`config.mk`:
```
export PLATFORM = sky130hd
export DESIGN_NAME = execute_iter
export DESIGN_NICKNAME = d
export VERILOG_FILES = /design/src/rtl/execute_iter.sv
export SDC_FILE = /design/constraint.sdc
export NUM_CORES = 1
export LEC_CHECK = 0
export CAP_MARGIN = 30
export CORE_MARGIN = 5
export CORE_UTILIZATION = 55
export CTS_BUF_LIST = sky130_fd_sc_hd__clkbuf_2 sky130_fd_sc_hd__clkbuf_4 sky130_fd_sc_hd__clkbuf_8
export CTS_CLUSTER_DIAMETER = 150
export DETAILED_ROUTE_END_ITERATION = 8
export HOLD_SLACK_MARGIN = 0.02
export PLACE_DENSITY = 0.76
export SLEW_MARGIN = 20
export SYNTH_ARGS = -nofsm -noshare
export SYNTH_HDL_FRONTEND = slang
export SYNTH_SLANG_ARGS = --single-unit
export TNS_END_PERCENT = 5
```
`constraint.sdc`:
```
create_clock -name clk -period 3.8 [get_ports clk]
set_input_delay 0.38 -clock clk [delete_from_list [all_inputs] [get_ports clk]]
set_output_delay 0.38 -clock clk [all_outputs]
set_load 0.03 [all_outputs]
```
`src/rtl/execute_iter.sv`:
```
// LC-3b execute stage: single-cycle ALU ops plus iterative shift-add MUL and restoring DIV.
// Optional remainder output enabled by defining EXECUTE_ITER_REM_EN.
module execute_iter #(
  parameter int WIDTH          = 16,
  parameter int BITS_PER_CYCLE = 1
) (
  input  logic             clk,
  input  logic             reset,
  input  logic             valid_in,
  input  logic [2:0]       op_in,
  input  logic [WIDTH-1:0] a,
  input  logic [WIDTH-1:0] b,
  input  logic [2:0]       dr_in,
  input  logic             load_reg_in,
  input  logic             mem_stall,
  input  logic             flush,
  output logic             in_ready,
  output logic             out_valid,
  output logic [WIDTH-1:0] out_result,
  output logic [2:0]       out_dr,
  output logic             out_load_reg,
  output logic [2:0]       out_cc,
  output logic             div_by_zero
`ifdef EXECUTE_ITER_REM_EN
  ,
  output logic [WIDTH-1:0] out_rem
`endif
);

  localparam int N  = WIDTH / BITS_PER_CYCLE;
  localparam int CW = $clog2(N + 1);
  localparam int SW = $clog2(WIDTH);

  localparam logic [2:0] OP_ADD  = 3'd0;
  localparam logic [2:0] OP_AND  = 3'd1;
  localparam logic [2:0] OP_NOT  = 3'd2;
  localparam logic [2:0] OP_PASS = 3'd3;
  localparam logic [2:0] OP_SLL  = 3'd4;
  localparam logic [2:0] OP_SRA  = 3'd5;
  localparam logic [2:0] OP_MUL  = 3'd6;
  localparam logic [2:0] OP_DIV  = 3'd7;

  typedef enum logic [1:0] {S_IDLE = 2'd0, S_RUN = 2'd1, S_DONE = 2'd2} state_t;

  state_t           r_state, w_state_nx;
  logic [CW-1:0]    r_cnt;
  logic [WIDTH-1:0] r_x, r_y, w_x_nx, w_y_nx;
  logic [WIDTH:0]   r_z, w_z_nx;
  logic             r_is_div;
  logic [2:0]       r_pend_dr;
  logic             r_pend_load;
  logic             r_out_valid, r_out_load, r_out_dbz;
  logic [WIDTH-1:0] r_out_result, w_single;
  logic [2:0]       r_out_dr;
  logic [SW-1:0]    w_shamt;
  logic             w_in_ready, w_fire, w_div0, w_is_iter;

  assign w_in_ready = (r_state == S_IDLE) && !mem_stall;
  assign w_fire     = valid_in && w_in_ready && !flush;
  assign w_div0     = (op_in == OP_DIV) && (b == {WIDTH{1'b0}});
  assign w_is_iter  = (op_in == OP_MUL) || ((op_in == OP_DIV) && !w_div0);
  assign w_shamt    = b[SW-1:0];

  // FSM state register
  always_ff @(posedge clk) begin
    if (reset) r_state <= S_IDLE;
    else       r_state <= w_state_nx;
  end

  // FSM next state; flush always returns to IDLE
  always_comb begin
    w_state_nx = r_state;
    case (r_state)
      S_IDLE:  if (w_fire && w_is_iter) w_state_nx = S_RUN;  else w_state_nx = S_IDLE;
      S_RUN:   if (r_cnt == CW'(1))     w_state_nx = S_DONE; else w_state_nx = S_RUN;
      S_DONE:  if (!mem_stall)          w_state_nx = S_IDLE; else w_state_nx = S_DONE;
      default: w_state_nx = S_IDLE;
    endcase
    if (flush) w_state_nx = S_IDLE;
    else       w_state_nx = w_state_nx;
  end

  // Single-cycle ALU result (DIV here only covers the divide-by-zero case)
  always_comb begin
    w_single = {WIDTH{1'b0}};
    case (op_in)
      OP_ADD:  w_single = a + b;
      OP_AND:  w_single = a & b;
      OP_NOT:  w_single = ~a;
      OP_PASS: w_single = b;
      OP_SLL:  w_single = a << w_shamt;
      OP_SRA:  w_single = $unsigned($signed(a) >>> w_shamt);
      OP_DIV:  w_single = {WIDTH{1'b1}};
      default: w_single = {WIDTH{1'b0}};
    endcase
  end

  // One iteration: MUL uses x=multiplicand, y=multiplier, z=accumulator;
  // DIV uses x=divisor, y=dividend shifting into quotient, z=partial remainder.
  always_comb begin
    w_x_nx = r_x;
    w_y_nx = r_y;
    w_z_nx = r_z;
    for (int k = 0; k < BITS_PER_CYCLE; k++) begin
      if (r_is_div) begin
        w_z_nx = {w_z_nx[WIDTH-1:0], w_y_nx[WIDTH-1]};
        w_y_nx = {w_y_nx[WIDTH-2:0], 1'b0};
        if (w_z_nx >= {1'b0, w_x_nx}) begin
          w_z_nx    = w_z_nx - {1'b0, w_x_nx};
          w_y_nx[0] = 1'b1;
        end else begin
          w_y_nx[0] = 1'b0;
        end
      end else begin
        if (w_y_nx[0]) w_z_nx = w_z_nx + {1'b0, w_x_nx};
        else           w_z_nx = w_z_nx;
        w_x_nx = {w_x_nx[WIDTH-2:0], 1'b0};
        w_y_nx = {1'b0, w_y_nx[WIDTH-1:1]};
      end
    end
  end

  // Iterative datapath: load on accept, step every RUN cycle (stall does not pause it)
  always_ff @(posedge clk) begin
    if (reset) begin
      r_x         <= {WIDTH{1'b0}};
      r_y         <= {WIDTH{1'b0}};
      r_z         <= {(WIDTH+1){1'b0}};
      r_cnt       <= {CW{1'b0}};
      r_is_div    <= 1'b0;
      r_pend_dr   <= 3'd0;
      r_pend_load <= 1'b0;
    end else if (w_fire && w_is_iter) begin
      r_x         <= (op_in == OP_DIV) ? b : a;
      r_y         <= (op_in == OP_DIV) ? a : b;
      r_z         <= {(WIDTH+1){1'b0}};
      r_cnt       <= CW'(N);
      r_is_div    <= (op_in == OP_DIV);
      r_pend_dr   <= dr_in;
      r_pend_load <= load_reg_in;
    end else if (r_state == S_RUN) begin
      r_x   <= w_x_nx;
      r_y   <= w_y_nx;
      r_z   <= w_z_nx;
      r_cnt <= r_cnt - CW'(1);
    end
  end

  // EX/MEM output register
  always_ff @(posedge clk) begin
    if (reset) begin
      r_out_valid  <= 1'b0;
      r_out_result <= {WIDTH{1'b0}};
      r_out_dr     <= 3'd0;
      r_out_load   <= 1'b0;
      r_out_dbz    <= 1'b0;
    end else if (flush) begin
      r_out_valid <= 1'b0;
      r_out_dbz   <= 1'b0;
    end else if (mem_stall) begin
      r_out_valid <= r_out_valid;
    end else if (r_state == S_DONE) begin
      r_out_valid  <= 1'b1;
      r_out_result <= r_is_div ? r_y : r_z[WIDTH-1:0];
      r_out_dr     <= r_pend_dr;
      r_out_load   <= r_pend_load;
      r_out_dbz    <= 1'b0;
    end else if (w_fire && !w_is_iter) begin
      r_out_valid  <= 1'b1;
      r_out_result <= w_single;
      r_out_dr     <= dr_in;
      r_out_load   <= load_reg_in;
      r_out_dbz    <= w_div0;
    end else begin
      r_out_valid <= 1'b0;
      r_out_dbz   <= 1'b0;
    end
  end

`ifdef EXECUTE_ITER_REM_EN
  logic [WIDTH-1:0] r_out_rem;

  // Remainder register, written alongside the result
  always_ff @(posedge clk) begin
    if (reset)                          r_out_rem <= {WIDTH{1'b0}};
    else if (flush || mem_stall)        r_out_rem <= r_out_rem;
    else if (r_state == S_DONE)         r_out_rem <= r_is_div ? r_z[WIDTH-1:0] : {WIDTH{1'b0}};
    else if (w_fire && !w_is_iter)      r_out_rem <= w_div0 ? a : {WIDTH{1'b0}};
    else                                r_out_rem <= r_out_rem;
  end

  assign out_rem = r_out_rem;
`endif

  assign in_ready     = w_in_ready;
  assign out_valid    = r_out_valid;
  assign out_result   = r_out_result;
  assign out_dr       = r_out_dr;
  assign out_load_reg = r_out_valid & r_out_load;
  assign div_by_zero  = r_out_dbz;
  assign out_cc       = r_out_result[WIDTH-1]                 ? 3'b100 :
                        (r_out_result == {WIDTH{1'b0}})       ? 3'b010 : 3'b001;

endmodule

```
## Word level (Yosys, flattened, before mapping)

Index checks and enable logic that the tools add are counted.
W data, S select, Z words.

| operators by class | value |
|---|---|
| multiplexer cells | 32 |
| shift-type cells | 2 |
| magnitude comparators | 1 |
| bitwise operators | 5 |
| equality and inequality tests | 11 |
| reduce and logical (&&, ||, !) cells | 24 |
| add/subtract/negate cells | 4 |

Operators with widths:

| cell | number |
|---|---|
| $mux W16 | 11 |
| $pmux W16 S7 | 1 |
| $mux W17 | 3 |
| $logic_not A16 Y1 | 2 |
| $add A17 B16 Y17 | 1 |
| $ge A17 B16 Y1 | 1 |
| $sub A17 B16 Y17 | 1 |
| $add A16 B16 Y16 | 1 |
| $and A16 B16 Y16 | 1 |
| $not A16 Y16 | 1 |
| $shl A16 B4 Y16 | 1 |
| $sshr A16 B4 Y16 | 1 |
| $eq A3 B3 Y1 const B | 4 |
| $mux W5 | 2 |
| $mux W3 | 3 |
| $mux W1 | 8 |
| $logic_and A1 B1 Y1 | 7 |
| $eq A3 B2 Y1 const B | 2 |
| $mux W2 | 3 |
| $pmux W2 S3 | 1 |
| $reduce_bool A2 Y1 | 3 |
| $eq A5 B1 Y1 const B | 1 |
| $sub A5 B1 Y5 const B | 1 |
| $logic_not A1 Y1 | 4 |
| 12 further kinds | 15 |

| storage, ports and cells | value |
|---|---|
| output and inout bits | 26 |
| register bits | 83 |

## Depth between registers and ports, before layout

Gate-level depths: netlist of the first run.

| depth | value |
|---|---|
| depth in word-level cells | 9 |
| gate-level depth with buffers | 13 |

## Worst setup path after synthesis of the first run

No wires, ideal clock.

| timing | value |
|---|---|
| kind | register -> register |
| start | reg r_x[6] |
| end | reg r_z[1] |
| setup time | 0.129 ns |
| data arrival time | 2.504 ns |
| setup slack | 1.166 ns |
| data required time | 3.671 ns |
| stages on the path, launching flop included | 13 |
| cell sequence | dfxtp_1 -> inv_1 -> ha_1 -> a21o_1 -> a211oi_2 -> o2bb2ai_1 -> a211oi_2 -> o2111ai_2 -> and2_1 -> buf_6 -> buf_6 -> a311oi_2 -> a21oi_1 |

| between the ends | value |
|---|---|
| cells in the longest elaborated chain, start to end | 3 |

Ends and longest elaborated chain:

| what | RTL line | source |
|---|---|---|
| start, declared | 47 | `logic [WIDTH-1:0] r_x, r_y, w_x_nx, w_y_nx;` |
| start signal, assigned | 126 | `r_x <= {WIDTH{1'b0}};` |
| start signal, assigned | 134 | `r_x <= (op_in == OP_DIV) ? b : a;` |
| start signal, assigned | 142 | `r_x <= w_x_nx;` |
| $ge A17 B16 Y1 | 108 | `if (w_z_nx >= {1'b0, w_x_nx}) begin` |
| $mux W17 | 108 |  |
| $mux W17 | 105 | `if (r_is_div) begin` |
| end signal, assigned | 128 | `r_z <= {(WIDTH+1){1'b0}};` |
| end signal, assigned | 136 | `r_z <= {(WIDTH+1){1'b0}};` |
| end signal, assigned | 144 | `r_z <= w_z_nx;` |
| end, declared | 48 | `logic [WIDTH:0] r_z, w_z_nx;` |

No other way between the ends.
A chain may end at the register's enable or synchronous reset.

## Final worst setup path of the first run

| timing | value |
|---|---|
| start | reg r_x[13] |
| end | reg r_y[0] |

| between the ends | value |
|---|---|
| cells in the longest elaborated chain, start to end | 5 |

Ends and longest elaborated chain:

| what | RTL line | source |
|---|---|---|
| $ge A17 B16 Y1 | 108 |  |
| $mux W1 | 108 |  |
| $mux W16 | 105 |  |
| $mux W16 | 141 | `end else if (r_state == S_RUN) begin` |
| $mux W16 | 133 | `end else if (w_fire && w_is_iter) begin` |
| end signal, assigned | 127 | `r_y <= {WIDTH{1'b0}};` |
| end signal, assigned | 135 | `r_y <= (op_in == OP_DIV) ? a : b;` |
| end signal, assigned | 143 | `r_y <= w_y_nx;` |
| end, declared | 47 |  |

No other way between the ends. The select of a mux whose other input is x is not followed.

==> out/metrics.yaml, run 1 <==
logic_synthesis:
  async_reset_ff_frac: 0
  synth_cells: 1195
  yosysTopAreaCellShare: 0.1920
  synth_area_um2: 8551
  ys_ff_latch: 82
  yosys_most_used_dff: "dfxtp_1"
  synth.distinct_cells: 70
  ys_seq_area_frac: 0.1920
  syn_area_per_cell_um2: 7.155
  synth_warnings: 0
  synth_edf_count: 0
  synth_nets: 1292
  yosysTopAreaCell: "dfxtp_1"
  synthTopCellsByArea: "dfxtp_1 (19%), nor2_1 (8.2%), mux2i_1 (7.4%)"
power_and_ir_drop:
  power.leakage_nw: 3.597
  p_sw_frac: 0.3599
  p_clk_frac: 0.296
  ir_drop_v: 0.0001893
  p_int_mw: 1.361
  p_seq_frac: 0.413
  p_sw_mw: 0.7655
  combPwrFrac: 0.292
  p_per_area_nw_per_um2: 222.0
clocking:
  cts_tree: "built"
  postCtsResizedCells: 0
  insertion_delay_ns: 0.38
  cts_buffers: 9
  cts_hold_buf: 0
  postCtsSetupBuffers: 0
  clkSinkCount: 82
  path_clk_slew_ns: 0.10
  htreeDepth: 3
  clock_path_buffers: 2
  cts.root.buffer_cell: "clkbuf_8"
sta:
  rsz0062_at_grt: "false"
  setup_ws_ns: 0.6082
  setup_tns_ns: 0
  finClkSkew_ns: 0.01464
  fmax_ghz: 0.3133
  slew_headroom: 0.4170
  fin_crit_sh: 0.8399
  min_period_ns: 3.192
  setup_viol: 0
  hold_violations: 0
  drv_slew: 0
  worstMarginPinSlew_ns: 0.8745
global_route:
  grt_use_total: 0.3203
  grt_pass1_vias: 8703
  antenna_found_initial: 1
  gr-usage-met3: 0.05477
  grt_pass1_wl_um: 46640
  grt-ovfl-total: 0
  grt_use_met1: 0.4248
  use_met2: 0.5175
  grt_max_degree: 63
  grt_busiest_layer: "met2"
die:
  num_rows: 45
  floorplan.die.width_um: 134.7
  die_h_um: 134.7
  initial_core_util: 0.5625
  core_um2: 15200
  ios: 70
  die_area_um2: 18140
place:
  place_ws_ns: 0.2434
  portBuffers: 69
  dp_hpwl_um: 22430
  place.gp.congestion: 1.011
  place_area_um2: 9399
route:
  vias: 9224
  dr.pass1.iters: 7
  drt.antenna.violating_nets: 0
  drt-total-wl_um: 29330
  routed_via_density: 6.505
  drt-initial-drc-count: 938
  drc: 0
  post_drt_wl_per_cell_um: 20.69
critical_path:
  critical_path_arrival_ns: 3.45
  cp_max_fo: 17
  crit_type: "register to register"
  critPathCaptureType: "register"
  cp-start-kind: "register"
  cp.required_ns: 4.05
hold_path:
  hold_class: "input port to register"
job:
  maxCapViolations: 0
layout:
  diodes: 0
  fin_util: 0.6303
  area_delta_synth_final_pct: 12.06
  post_route_cells_drive_above_1_share: 0.06992
  fin_area_um2: 9582
  nets: 1322
status:
  outcome: "completed"
==> registers in the layout, indices dropped and copies added, names as in the netlist <==
| signal | cells |
|---|---|
| r_cnt | 5 |
| r_out_load | 1 |
| out_valid | 1 |
| r_pend_load | 1 |
| r_z | 16 |
| r_state | 2 |
| r_x | 16 |
| out_result | 16 |
| r_y | 16 |
| r_is_div | 1 |
| out_dr | 3 |
| div_by_zero | 1 |
| r_pend_dr | 3 |
==> worst max-delay path, cell delays in order, from the launching register on <==
cell and delay [ns]:
dfxtp_1 0.41, inv_1 0.08, ha_1 0.33, nand2_1 0.17, nor3_1 0.32, and3_1 0.26
inv_1 0.06, o2111ai_2 0.07, buf_4 0.25, and2_1 0.60, a211oi_1 0.16, a2111oi_0 0.34
==> final timing paths <==
path / startpoint / end / slack, ns / cells past startpoint
max: r_x[13] / r_y[0] / 0.61 / 11
min: reset / r_cnt[0] / 0.39 / 3
max reg2reg: r_x[13] / r_y[0] / 0.61 / 11
min reg2reg: out_result[11] / out_result[11] / 0.48 / 2
==> per-stage QoR <==
stage               power (mW)  std cells  hold slack [ns]
floorplan                1.283       1195           0.4542
global placement         1.503       1401           0.4666
detailed placement       1.504       1402           0.4684
CTS                      2.120       1418           0.3867
global route             2.216       1418           0.4145
finish                   2.127       1418           0.3906
==> layer usage <==
layer | wire, um | vias to the layer above
met3 | 2050 | 69
li1 | - | 4476
met2 | 13230 | 371
met5 | 14 | -
met4 | 1258 | 2
met1 | 12780 | 4306
==> power by group through the flow <==
stage                     Clock (mW)  Sequential (mW)  Combinational (mW)
after floorplan                    0            0.901               0.382
after global placement             0            0.897               0.606
after detailed placement           0            0.897               0.606
after CTS                      0.634            0.877               0.609
after global routing           0.669            0.879               0.668
final                          0.629            0.878               0.621
==> final cells by class <==
class                      instances  area [um^2]
clock buffer                       9        123.9
fill                            1428         5620
inverter                          38        142.6
tap                              188        235.2
timing repair buffer             107        965.9
sequential                        82         1643
multi-input combinational        987         6412
clock inverter                     7        58.81
==> layout by cell type (no fill, tap or decap), types with 17 or more instances in the layout <==
cell,n
a211oi_1,36
ha_1,50
dfxtp_1,81
nand2_1,128
xnor2_1,23
nor3_1,37
o22ai_1,18
mux2i_1,63
inv_1,37
a311oi_1,35
o21ai_0,69
nor2_1,185
nand3_1,22
buf_4,38
a21oi_1,97
clkdlybuf4s50_1,67
o211ai_1,17
==> kinds of logic after synthesis <==
kind of cell / count (synthesis) / share of synthesized area
mux: 82 / 0.1146
buf+inv: 126 / 0.05941
simple gates: 433 / 0.2182
compound gates: 382 / 0.2978
flops: 82 / 0.1920
xor+xnor: 37 / 0.03790
fa+ha+maj: 53 / 0.08019
==> cells in the mapped netlist, types with 14 or more instances <==
cell type,n
mux2i_1,63
a31oi_1,14
a211oi_1,36
clkbuf_1,68
nand3_1,22
dfxtp_1,82
o211ai_1,17
inv_1,37
o21ai_0,69
xnor2_1,23
xor2_1,14
nor2_1,186
a21oi_1,98
nand2_1,128
nor3_1,37
o22ai_1,18
a311oi_1,35
ha_1,50
Note: power is estimated with default switching activity, not from simulation.
==> run 2, diff against run 1 <==
==> constraint.sdc (replaced) <==
create_clock -name clk -period 3.12 [get_ports clk]
set_input_delay 0.312 -clock clk [delete_from_list [all_inputs] [get_ports clk]]
set_output_delay 0.312 -clock clk [all_outputs]
set_load 0.03 [all_outputs]
==> out/metrics.yaml, run 2 (synthesis gave the netlist of run 1 again) <==
layout:
  final_cell_mix: "nor2_1 (185), nand2_1 (128), a21oi_1 (97)"
  fin_util: 0.6579
  nets: 1366
  diodes: 0
  post_route_cells_drive_above_1_share: 0.1020
  final_common_cell: "nor2_1"
  area_delta_synth_final_pct: 16.97
critical_path:
  cp.required_ns: 3.36
  crit_type: "register to register"
  cp-start-kind: "register"
  critical_path_arrival_ns: 3.18
  crit_slowest_cell: "a2111oi_1"
  critPathMostFrequentCell: "nor3_1"
  cp.buffers_inverters: 0
  critPathCaptureType: "register"
  cp_max_fo: 5
  critPathMaxStageDelay_ns: 0.59
  cpLargestDelayFamily: "compound AO/OA/AOI/OAI gates"
  path_cells: "ha_1 > a211o_1 > a2111oi_1 > o21ai_0 > a41oi_1 > o21ai_1 > xor2_1 > nor3_1 > nor3_1"
route:
  post_drt_wl_per_cell_um: 20.28
  met3_length_um: 2256
  drc: 0
  drt-initial-drc-count: 1021
  drt-total-wl_um: 29640
  routed_via_density: 6.525
  wl_met2_um: 13510
  routed.top_layer: "met4"
  wl_met1_um: 12620
  dr.pass1.iters: 6
  vias: 9539
  drt.antenna.violating_nets: 0
clocking:
  cts_tree: "built"
  insertion_delay_ns: 0.37
  clkSinkCount: 82
  cts_buffers: 9
  path_clk_slew_ns: 0.10
  htreeDepth: 3
  cts_hold_buf: 0
  cts.root.buffer_cell: "clkbuf_8"
  clock_path_buffers: 2
hold_path:
  hold_class: "input port to register"
sta:
  finClkSkew_ns: 0.01312
  drv_slew: 0
  fmax_ghz: 0.3404
  worstMarginPinSlew_ns: 0.7710
  setup_ws_ns: 0.1825
  hold_violations: 0
  setup_viol: 0
  fin_crit_sh: 0.9415
  slew_headroom: 0.4841
  min_period_ns: 2.938
die:
  die_area_um2: 18140
  num_rows: 45
  core_um2: 15200
  ios: 70
  die_h_um: 134.7
  floorplan.die.width_um: 134.7
  initial_core_util: 0.5625
power_and_ir_drop:
  p_sw_mw: 0.9219
  p_total_mw: 2.715
  p_per_area_nw_per_um2: 271.4
  ir_drop_v: 0.0002032
  p_clk_frac: 0.312
  power.leakage_nw: 3.849
  p_sw_frac: 0.3396
  p_seq_frac: 0.394
  p_int_mw: 1.793
  combPwrFrac: 0.294
status:
  outcome: "completed"
place:
  portBuffers: 69
  dp_hpwl_um: 22830
  place.gp.congestion: 1.106
  place_ws_ns: -0.04537
global_route:
  grt_pass1_wl_um: 47800
  grt-ovfl-total: 0
  grt_pass1_vias: 8916
  grt_max_degree: 63
  grt_use_total: 0.3254
  antenna_found_initial: 0
job:
  maxCapViolations: 0
-- run 2: cell types whose count changed in the layout (fill, tap and decap cells not counted), sizes merged --
cell	previous run	this run
buf	40	84
clkinv	2	1
inv	42	41
bufinv	0	1
clkbuf	9	10
-- run 2: per-stage QoR --
step / cells / cell area (um^2) / hold slack, ns / setup TNS [ns]
final: 1462 / 10000 / 0.3382 / 0
after global routing: 1462 / 10000 / 0.3600 / -0.02775
after CTS: 1462 / 10000 / 0.3209 / 0
after detailed placement: 1446 / 9792 / 0.4704 / -0.04537
after global placement: 1446 / 9792 / 0.4601 / 0
after floorplan: 1195 / 8551 / 0.3913 / 0
-- run 2: cell type report --
type / count / area (um^2)
fillers: 1371 / 5200
clock inverters: 6 / 71.32
multi-input cells: 987 / 6414
inverters: 38 / 142.6
repair buffers: 151 / 1359
flip-flops and latches: 82 / 1643
clock buffers: 10 / 137.6
well taps: 188 / 235.2
-- run 2: worst reg2reg max path, delay by kind of cell (launching register included) --
| family | cells | cell delay (ns) |
|---|---|---|
| flops | 1 | 0.47 |
| xor+xnor | 1 | 0.15 |
| fa+ha+maj | 1 | 0.29 |
| simple gates | 2 | 0.21 |
| compound gates | 5 | 1.70 |
-- run 2: power by group through the flow --
stage,Clock (mW),Sequential [mW],Combinational [mW]
floorplan,0,1.10,0.465
global route,0.898,1.07,0.856
global placement,0,1.09,0.773
detailed placement,0,1.09,0.778
finish,0.846,1.07,0.799
CTS,0.852,1.07,0.780
-- run 2: what timing repair did --
| item | 4_1_cts | 5_1_grt |
|---|---|---|
| gates resized for setup | 0 | 1 |
| hold endpoints to repair | 0 | 0 |
| endpoints found under the setup margin | 0 | 1 |
| setup buffers | 0 | 0 |
-- run 2: metal layers --
metal	global-route usage	vias to the layer above
met5	0	-
met4	0.1397	0
met1	0.4426	4442
met2	0.5161	441
met3	0.04620	83
li1	-	4573
-- run 2: path summary, 6_finish.rpt --
check | cells past startpoint | slack [ns] | from | endpoint
max | 9 | 0.18 | r_x[1] | r_z[13]
min | 3 | 0.34 | reset | r_z[15]
max reg2reg | 9 | 0.18 | r_x[1] | r_z[13]
min reg2reg | 2 | 0.48 | r_pend_load | r_out_load
==> run 3, diff against run 2 <==
==> constraint.sdc (replaced) <==
create_clock -name clk -period 3 [get_ports clk]
set_input_delay 0.3 -clock clk [delete_from_list [all_inputs] [get_ports clk]]
set_output_delay 0.3 -clock clk [all_outputs]
set_load 0.03 [all_outputs]
==> out/metrics.yaml, run 3 (synthesis gave the netlist of run 1 again) <==
place:
  place_area_um2: 9930
  place.gp.congestion: 1.072
  dp_hpwl_um: 22810
  portBuffers: 69
global_route:
  grt_pass1_vias: 8807
  grt_pass1_wl_um: 46510
  grt_max_degree: 63
  grt_use_total: 0.3179
  antenna_found_initial: 0
  grt-ovfl-total: 0
route:
  drt-initial-drc-count: 1173
  routed_via_density: 6.481
  vias: 9612
  drt-total-wl_um: 29260
  drc: 0
  post_drt_wl_per_cell_um: 19.73
  drt.antenna.violating_nets: 0
  dr.pass1.iters: 6
clocking:
  cts.root.buffer_cell: "clkbuf_8"
  clock_path_buffers: 2
  clkSinkCount: 82
  htreeDepth: 3
  cts_hold_buf: 0
  insertion_delay_ns: 0.38
  cts_buffers: 9
  cts_tree: "built"
  path_clk_slew_ns: 0.10
critical_path:
  r2r_slack_ns: 0.13
  cp_max_fo: 16
  cpLargestDelayFamily: "compound AO/OA/AOI/OAI gates"
  crit_slowest_cell: "dfxtp_1"
  cp.buffers_inverters: 3
  critPathCaptureType: "register"
  critPathMostFrequentCell: "buf_4"
  regToRegEndpoint: "r_z[13]"
  critPathMaxStageDelay_ns: 0.42
  cp.required_ns: 3.26
  r2r_start: "r_x[9]"
  cp-start-kind: "register"
  crit_type: "register to register"
  path_cells: "inv_1 > ha_1 > o211ai_1 > nor2_1 > o2bb2ai_1 > a211oi_2 > buf_4 > o2111ai_2 > buf_4 > a21boi_0 > a2111oi_2 > nor3_1"
  crit_start: "r_x[9]"
  worstRegToRegCells: 12
  critical_path_arrival_ns: 3.13
sta:
  fin_crit_sh: 0.9572
  finClkSkew_ns: 0.01060
  rsz0062_at_grt: "true"
  setup_viol: 0
  slew_headroom: 0.3823
  worstMarginPinSlew_ns: 0.9032
  drv_slew: 0
  hold_slack_ns: 0.3035
  hold_violations: 0
  fmax_ghz: 0.3482
  min_period_ns: 2.872
hold_path:
  holdPathEnd: "r_z[15]"
  min_path_cells: 3
  min_from: "reset"
  hold_class: "input port to register"
layout:
  fin_area_um2: 10140
  final_common_cell: "nor2_1"
  nets: 1387
  fin_util: 0.6670
  area_delta_synth_final_pct: 18.58
  fillers: 1376
  post_route_cells_drive_above_1_share: 0.1205
  final_cell_mix: "nor2_1 (185), nand2_1 (128), buf_4 (99)"
  diodes: 0
die:
  die_h_um: 134.7
  die_area_um2: 18140
  ios: 70
  num_rows: 45
  initial_core_util: 0.5625
  core_um2: 15200
  floorplan.die.width_um: 134.7
power_and_ir_drop:
  power.leakage_nw: 3.921
  p_total_mw: 2.743
  ir_drop_v: 0.0002020
  p_per_area_nw_per_um2: 270.6
status:
  outcome: "completed"
job:
  maxCapViolations: 0
## run 3: worst max path at each step
stage | endpoint | slack, ns | depth (start not counted)
after floorplan | r_z[1] | 0.37 | 12
after global placement | out_result[12] | -0.14 | 11
after detailed placement | out_result[12] | -0.22 | 11
after CTS | r_z[13] | 0.06 | 10
after global routing | r_z[13] | -0.03 | 12
final | r_z[13] | 0.13 | 12
## run 3: area by class of cell
| class | count | area, um^2 | share of cell area |
|---|---|---|---|
| Clock buffer | 10 | 131.4 | 0.01296 |
| Inverter | 38 | 142.6 | 0.01407 |
| Clock inverter | 6 | 51.30 | 0.005059 |
| Sequential cell | 82 | 1644 | 0.1621 |
| Tap cell | 188 | 235.2 | 0.02320 |
| Multi-Input combinational cell | 987 | 6431 | 0.6343 |
| Timing Repair Buffer | 172 | 1504 | 0.1483 |
## run 3: per-stage QoR
step | TNS (ns) | cells | setup WS (ns)
2_1_floorplan | 0 | 1195 | 0.3663
3_3_place_gp | -0.1398 | 1466 | -0.1398
3_5_place_dp | -0.3330 | 1466 | -0.2200
4_1_cts | 0 | 1482 | 0.05699
5_1_grt | -0.02899 | 1483 | -0.02899
6_report | 0 | 1483 | 0.1285
## run 3: power breakdown
group | switching (mW) | total (mW) | internal [mW]
Combinational | 0.484 | 0.845 | 0.361
Sequential | 0.0121 | 1.11 | 1.10
Clock | 0.467 | 0.787 | 0.320
Total | 0.963 | 2.74 | 1.78
## run 3: worst reg2reg max path, delay by kind of cell, from the launching register on
family          cells  cell delay (ns)
buf+inv             3             0.48
fa+ha+maj           1             0.40
flops               1             0.42
simple gates        2             0.30
compound gates      6             1.16
## run 3: per-layer routing
layer	up-vias	part of all wire	GRT usage
met4	0	0.039	0.1301
met1	4474	0.43	0.4320
li1	4610	-	-
met5	-	0	0
met3	83	0.070	0.03316
met2	445	0.46	0.5170
## run 3: repair_timing
| action | CTS | global route |
|---|---|---|
| setup buffers | 0 | 1 |
| setup endpoints to repair | 0 | 11 |
| resized for setup | 0 | 7 |
